`src/rtl/enable_tick_monitor_pkg.sv`:
```
// Shared types and helpers for tick-strobe consumers: monitor FSM states and width helper.
package enable_tick_monitor_pkg;

  typedef enum logic [1:0] {
    StIdle   = 2'd0,
    StAcq    = 2'd1,
    StLocked = 2'd2
  } mon_state_e;

  // Smallest b such that 2**b >= n; usable in constant expressions.
  function automatic int unsigned ceil_log2(input int unsigned n);
    int unsigned r;
    r = 0;
    for (int unsigned i = 0; i < 32; i++) begin
      if ((64'd1 << i) < 64'(n)) begin
        r = i + 1;
      end
    end
    return r;
  endfunction

endpackage

```
`src/rtl/tick_interval_counter.sv`:
```
// Saturating cycle counter between strobes; provides the running interval and a timeout flag.
module tick_interval_counter #(
  parameter int unsigned Timeout = 20,
  parameter int unsigned CntBits = 5
) (
  input  logic               clk_i,
  input  logic               rst_ni,
  input  logic               in_en_i,
  input  logic               armed_i,
  output logic [CntBits-1:0] interval_o,
  output logic               timeout_o
);

  localparam logic [CntBits-1:0] TimeoutW   = CntBits'(Timeout);
  localparam logic [CntBits-1:0] TimeoutM1W = CntBits'(Timeout - 1);

  logic [CntBits-1:0] cnt_q, cnt_d;

  always_comb begin
    cnt_d = cnt_q;
    if (in_en_i) begin
      cnt_d = '0;
    end else if (cnt_q != TimeoutW) begin
      cnt_d = cnt_q + CntBits'(1);
    end
  end

  always_ff @(posedge clk_i or negedge rst_ni) begin
    if (!rst_ni) begin
      cnt_q <= '0;
    end else begin
      cnt_q <= cnt_d;
    end
  end

  // While armed the count never exceeds Timeout-1, so this cannot wrap.
  assign interval_o = cnt_q + CntBits'(1);
  assign timeout_o  = armed_i & ~in_en_i & (cnt_q == TimeoutM1W);

endmodule

```
`src/rtl/enable_tick_monitor.sv`:
```
// Lock/health monitor for a periodic single-cycle enable strobe: measures the strobe
// interval, flags short/long/missing strobes and declares lock after consecutive good intervals.
module enable_tick_monitor
  import enable_tick_monitor_pkg::*;
#(
  parameter int unsigned ClkFreq      = 100000000,
  parameter int unsigned EnFreq       = 1000,
  parameter int unsigned MaxErrorPerc = 10,
  parameter int unsigned LockCount    = 4
) (
  input  logic                                          clk_i,
  input  logic                                          rst_ni,
  input  logic                                          in_en_i,
  output logic [ceil_log2(2*(ClkFreq/EnFreq)+1)-1:0]    period_o,
  output logic                                          period_valid_o,
  output logic                                          locked_o,
  output logic                                          err_short_o,
  output logic                                          err_long_o,
  output logic                                          err_timeout_o
);

  localparam int unsigned Nominal  = ClkFreq / EnFreq;
  localparam int unsigned Tol      = Nominal * MaxErrorPerc / 100;
  localparam int unsigned MinP     = Nominal - Tol;
  localparam int unsigned MaxP     = Nominal + Tol;
  localparam int unsigned Timeout  = 2 * Nominal;
  localparam int unsigned CntBits  = ceil_log2(Timeout + 1);
  localparam int unsigned GoodBits = ceil_log2(LockCount + 1);

  localparam logic [CntBits-1:0]  MinPw    = CntBits'(MinP);
  localparam logic [CntBits-1:0]  MaxPw    = CntBits'(MaxP);
  localparam logic [GoodBits-1:0] LockLast = GoodBits'(LockCount - 1);

  if ((ClkFreq / 2 < EnFreq) || (Nominal < Tol + 2) || (LockCount < 1)) begin : gen_drc_fail
    $error("enable_tick_monitor: illegal parameter combination");
  end

  mon_state_e          state_q, state_d;
  logic [GoodBits-1:0] good_q, good_d;
  logic [CntBits-1:0]  period_q, period_d;
  logic                valid_q, valid_d;
  logic                locked_q, locked_d;
  logic                short_q, short_d;
  logic                long_q, long_d;
  logic                timeout_q, timeout_d;

  logic [CntBits-1:0]  interval;
  logic                timeout_hit;
  logic                armed;
  logic                in_range;
  logic                too_short;

  assign armed = (state_q != StIdle);

  tick_interval_counter #(
    .Timeout (Timeout),
    .CntBits (CntBits)
  ) u_counter (
    .clk_i      (clk_i),
    .rst_ni     (rst_ni),
    .in_en_i    (in_en_i),
    .armed_i    (armed),
    .interval_o (interval),
    .timeout_o  (timeout_hit)
  );

  assign too_short = (interval < MinPw);
  assign in_range  = !too_short && (interval <= MaxPw);

  always_comb begin
    state_d   = state_q;
    good_d    = good_q;
    period_d  = period_q;
    valid_d   = 1'b0;
    locked_d  = locked_q;
    short_d   = 1'b0;
    long_d    = 1'b0;
    timeout_d = 1'b0;

    unique case (state_q)
      StIdle: begin
        good_d = '0;
        if (in_en_i) begin
          state_d = StAcq;
        end
      end
      StAcq, StLocked: begin
        if (in_en_i) begin
          period_d = interval;
          valid_d  = 1'b1;
          if (in_range) begin
            if (state_q == StAcq) begin
              if (good_q == LockLast) begin
                state_d  = StLocked;
                locked_d = 1'b1;
                good_d   = '0;
              end else begin
                good_d = good_q + GoodBits'(1);
              end
            end
          end else begin
            // A bad interval restarts acquisition; the strobe itself becomes the new reference.
            state_d  = StAcq;
            good_d   = '0;
            locked_d = 1'b0;
            short_d  = too_short;
            long_d   = !too_short;
          end
        end else if (timeout_hit) begin
          state_d   = StIdle;
          good_d    = '0;
          locked_d  = 1'b0;
          timeout_d = 1'b1;
        end
      end
      default: begin
        state_d  = StIdle;
        good_d   = '0;
        locked_d = 1'b0;
      end
    endcase
  end

  always_ff @(posedge clk_i or negedge rst_ni) begin
    if (!rst_ni) begin
      state_q   <= StIdle;
      good_q    <= '0;
      period_q  <= '0;
      valid_q   <= 1'b0;
      locked_q  <= 1'b0;
      short_q   <= 1'b0;
      long_q    <= 1'b0;
      timeout_q <= 1'b0;
    end else begin
      state_q   <= state_d;
      good_q    <= good_d;
      period_q  <= period_d;
      valid_q   <= valid_d;
      locked_q  <= locked_d;
      short_q   <= short_d;
      long_q    <= long_d;
      timeout_q <= timeout_d;
    end
  end

  assign period_o       = period_q;
  assign period_valid_o = valid_q;
  assign locked_o       = locked_q;
  assign err_short_o    = short_q;
  assign err_long_o     = long_q;
  assign err_timeout_o  = timeout_q;

endmodule
```
`config.mk`:
```
export PLATFORM = sky130hd
export DESIGN_NAME = enable_tick_monitor
export DESIGN_NICKNAME = d
export VERILOG_FILES = /design/src/rtl/enable_tick_monitor_pkg.sv /design/src/rtl/tick_interval_counter.sv /design/src/rtl/enable_tick_monitor.sv
export SDC_FILE = /design/constraint.sdc
export NUM_CORES = 1
export LEC_CHECK = 0
export BUFFER_PORTS_ARGS = -buffer_cell sky130_fd_sc_hd__buf_4
export CORE_MARGIN = 3
export CORE_UTILIZATION = 59
export CTS_CLUSTER_SIZE = 8
export DETAILED_ROUTE_END_ITERATION = 8
export PLACE_DENSITY_LB_ADDON = 0.1
export SLEW_MARGIN = 20
export SYNTH_ARGS = -nofsm -noshare
export SYNTH_HDL_FRONTEND = slang
export SYNTH_SLANG_ARGS = --single-unit
export TNS_END_PERCENT = 1
```
`constraint.sdc`:
```
create_clock -name clk_i -period 3.05 [get_ports clk_i]
set_clock_uncertainty 0.1 [all_clocks]
set_input_delay 0.1525 -clock clk_i [delete_from_list [all_inputs] [get_ports clk_i]]
set_output_delay 0.1525 -clock clk_i [all_outputs]
set_load 0.02 [all_outputs]
```
==> results_dict.tcl <==
set metrics [dict create \
    outcome "completed" \
    synth_area_leader_cell "dfrtp_1" \
    period_share_pct 96.0 \
    root_buffer "clkbuf_8" \
    die_area_um2 5380 \
    grt_pass1_wl_mm 9.67 \
    cp.arrival_ns 3.02 \
    finalHoldViolations 0 \
    clkLatencyLatePin_ns 0.31 \
    ys_warn_count 0 \
    required_ns 3.14 \
    busiest_layer "met2" \
    clockBufferDepth 2 \
    reg2regPathDepth 10 \
    die_w_um 73.4 \
    place.gp.congestion 0.971 \
    async_flop_share_pct 100 \
    met3_usage_pct 4.24 \
    core_um2 4170 \
    use_met2_pct 35.5 \
    grt_max_degree 47 \
    avgSynthCellArea_um2 9.66 \
    clkTransAtPathRegs_ns 0.09 \
    synth_area_leaders "dfrtp_1 (43%), nand2_1 (4.5%), nor2_1 (4.2%)" \
    numCtsBuffers 5 \
    slew_headroom_pct 62.5 \
    gr-total-overflow 0 \
    drtIter0Drc 168 \
    nets 317 \
    power_leakage_nw 1.35 \
    detail_route.vias_per_cell 5.78 \
    min_path_type "input pin to flop" \
    die_h_um 73.4 \
    yosysSeqAreaShare_pct 43.0 \
    path_cells "ha_4, nand3_2, nor4_4, nand3_2, xor2_2, buf_4, nor4_4, o211ai_1, o22ai_2, mux2_1" \
    hold_depth 2 \
    critPathMaxFanout 8 \
    cap_violations 0 \
    start_util_pct 64.1 \
    numPortBuffers 25 \
    antenna_cells 0 \
    holdWs_ns 0.0598 \
    synthCells 277 \
    dp.final_hpwl_mm 4.17 \
    crit_type "flop to flop" \
    drive_gt1_share_pct 25.3 \
    synth.distinct_cells 58 \
    p_per_area_nw_per_um2 454 \
    drt-total-wl_mm 5.84 \
    critPathCaptureType "flop" \
    ctsHtreeMaxLevel 2 \
    period_minus_slack_ns 2.93 \
    slowest_delay_ns 0.41 \
    tightestPinTransition_ns 0.563 \
    tritoncts "done" \
    track_usage_pct 23.5 \
    yosys.cell_count.top_type "dfrtp_1" \
    crit_path_top_delay_cell "nor4_4" \
    yosys-top-cells-count "dfrtp_1 (46), nand2_1 (32), nor2_1 (30)" \
    grt_pass1_vias 2000 \
    route.detailed.drc 0 \
    avgRoutedWirePerCell_um 16.3 \
    netlist.area_leader.share_pct 43.0 \
    ir_drop_mv 0.329 \
    areaGrowthSynthToFinish_pct 13.7 \
    antenna_found_initial 0 \
    finalSetupViolCount 0 \
    ys_ff_latch 46 \
    dr.pass1.iters 4 \
    rows 23 \
    fmax_mhz 341 \
    fin_tns_setup_ns 0 \
    io_pins 26 \
    via_count 2068 \
    postRouteAntennaNets 0 \
    synthFlopType "dfrtp_1" \
    synth_edf_count 0 \
    slew_violations 0 \
    synthesis.area_um2 2680 \
    cts_num_sinks 46 \
    met1_usage_pct 32.9 \
    startpoint_type "flop" \
    syn_nets 287 \
]
area by class of cell:
class	count	area (um^2)
inverters	7	26.3
well taps	50	62.6
clock inverters	3	21.3
clock buffers	5	68.8
multi-input cells	204	1380
flip-flops and latches	46	1150
repair buffers	43	325
fillers	327	1130
report_power, final:
part           total (mW)  internal, mW  switching, mW
registers           0.675         0.651         0.0238
clock network       0.376         0.161          0.215
logic               0.332         0.125          0.207
path summary, 6_finish.rpt:
check	from	to	slack (ns)
setup / recovery	u_counter.cnt_q[0]$_DFFE_PN0P_	good_q[0]$_DFFE_PN0P_	0.12
hold / removal	in_en_i	u_counter.cnt_q[17]$_DFFE_PN0P_	0.06
setup reg to reg	u_counter.cnt_q[0]$_DFFE_PN0P_	good_q[0]$_DFFE_PN0P_	0.12
hold reg to reg	period_o[6]$_DFFE_PN0P_	period_o[6]$_DFFE_PN0P_	0.39
max in group asynchronous	rst_ni	u_counter.cnt_q[2]$_DFFE_PN0P_	2.14
min in group asynchronous	rst_ni	period_o[8]$_DFFE_PN0P_	0.28
worst max-delay path: cells and delay by family (launching register included):
| kind | cells | cell delay [ns] |
|---|---|---|
| and+or+nand+nor | 4 | 0.98 |
| buffers and inverters | 1 | 0.17 |
| muxes | 1 | 0.35 |
| xor gates and xnor gates | 1 | 0.21 |
| adders and majority gates | 1 | 0.21 |
| DFF | 1 | 0.40 |
| AOI/OAI and AO/OA | 2 | 0.40 |
per-layer routing:
layer,up-vias,routed length (um)
li1,1023,-
met1,966,2740
met3,6,401
met5,-,0
met4,0,64
met2,73,2630
layout by cell type, fill, tap and decap left out, types with 3 or more instances in the layout:
cell type  netlist  routed
nand2_1         32      32
nor4b_1          4       3
nand2b_1         3       3
nor2_1          30      30
nand4_1          4       4
nor4_1           6       6
and3_1           5       5
ha_1             7       6
a21oi_1          3       3
nor3_1           9       9
xnor2_1         11      11
nand3_1          9       8
o21ai_0         21      21
nor3b_1          3       3
inv_1            6       6
and2_1           4       4
nand4_2          3       3
xor2_1           8       7
dfrtp_1         46      44
nand3_2          2       3
clkbuf_8         1       5
o31ai_1          4       4
buf_4            4      42
cell families after synthesis:
| family | count (synthesis) | synth area share (%) |
|---|---|---|
| DFF | 46 | 43.0 |
| buffers and inverters | 27 | 6.45 |
| xor gates and xnor gates | 19 | 6.22 |
| and+or+nand+nor | 130 | 27.9 |
| muxes | 4 | 1.78 |
| adders and majority gates | 7 | 3.27 |
| AOI/OAI and AO/OA | 44 | 11.4 |
metrics by stage:
step / instances / area [um^2] / total power [mW] / setup WS (ns) / util, %
3_3_place_gp: 348 / 2900 / 1.00 / 0.168 / 69.5
5_1_grt: 358 / 3040 / 1.46 / -0.0624 / 72.9
6_report: 358 / 3040 / 1.38 / 0.121 / 72.9
3_5_place_dp: 348 / 2900 / 1.01 / 0.119 / 69.5
4_1_cts: 357 / 3000 / 1.38 / 0.111 / 71.9
2_1_floorplan: 277 / 2680 / 0.898 / 0.220 / -
what timing repair did:
| action | 4_1_cts | 5_1_grt |
|---|---|---|
| hold buffers | 1 | 0 |
| endpoints found under the setup margin | 0 | 4 |
| endpoints found under the hold margin | 46 | 0 |
| buffers inserted | 0 | 1 |
| resized for setup | 0 | 7 |
registers in the layout, indices dropped and copies added, names as in the netlist:
register         cells
period_o            18
u_counter.cnt_q     18
good_q               3
state_q              2
err_long_o           1
err_short_o          1
err_timeout_o        1
locked_o             1
period_valid_o       1
(Power assumes the default switching activity.)
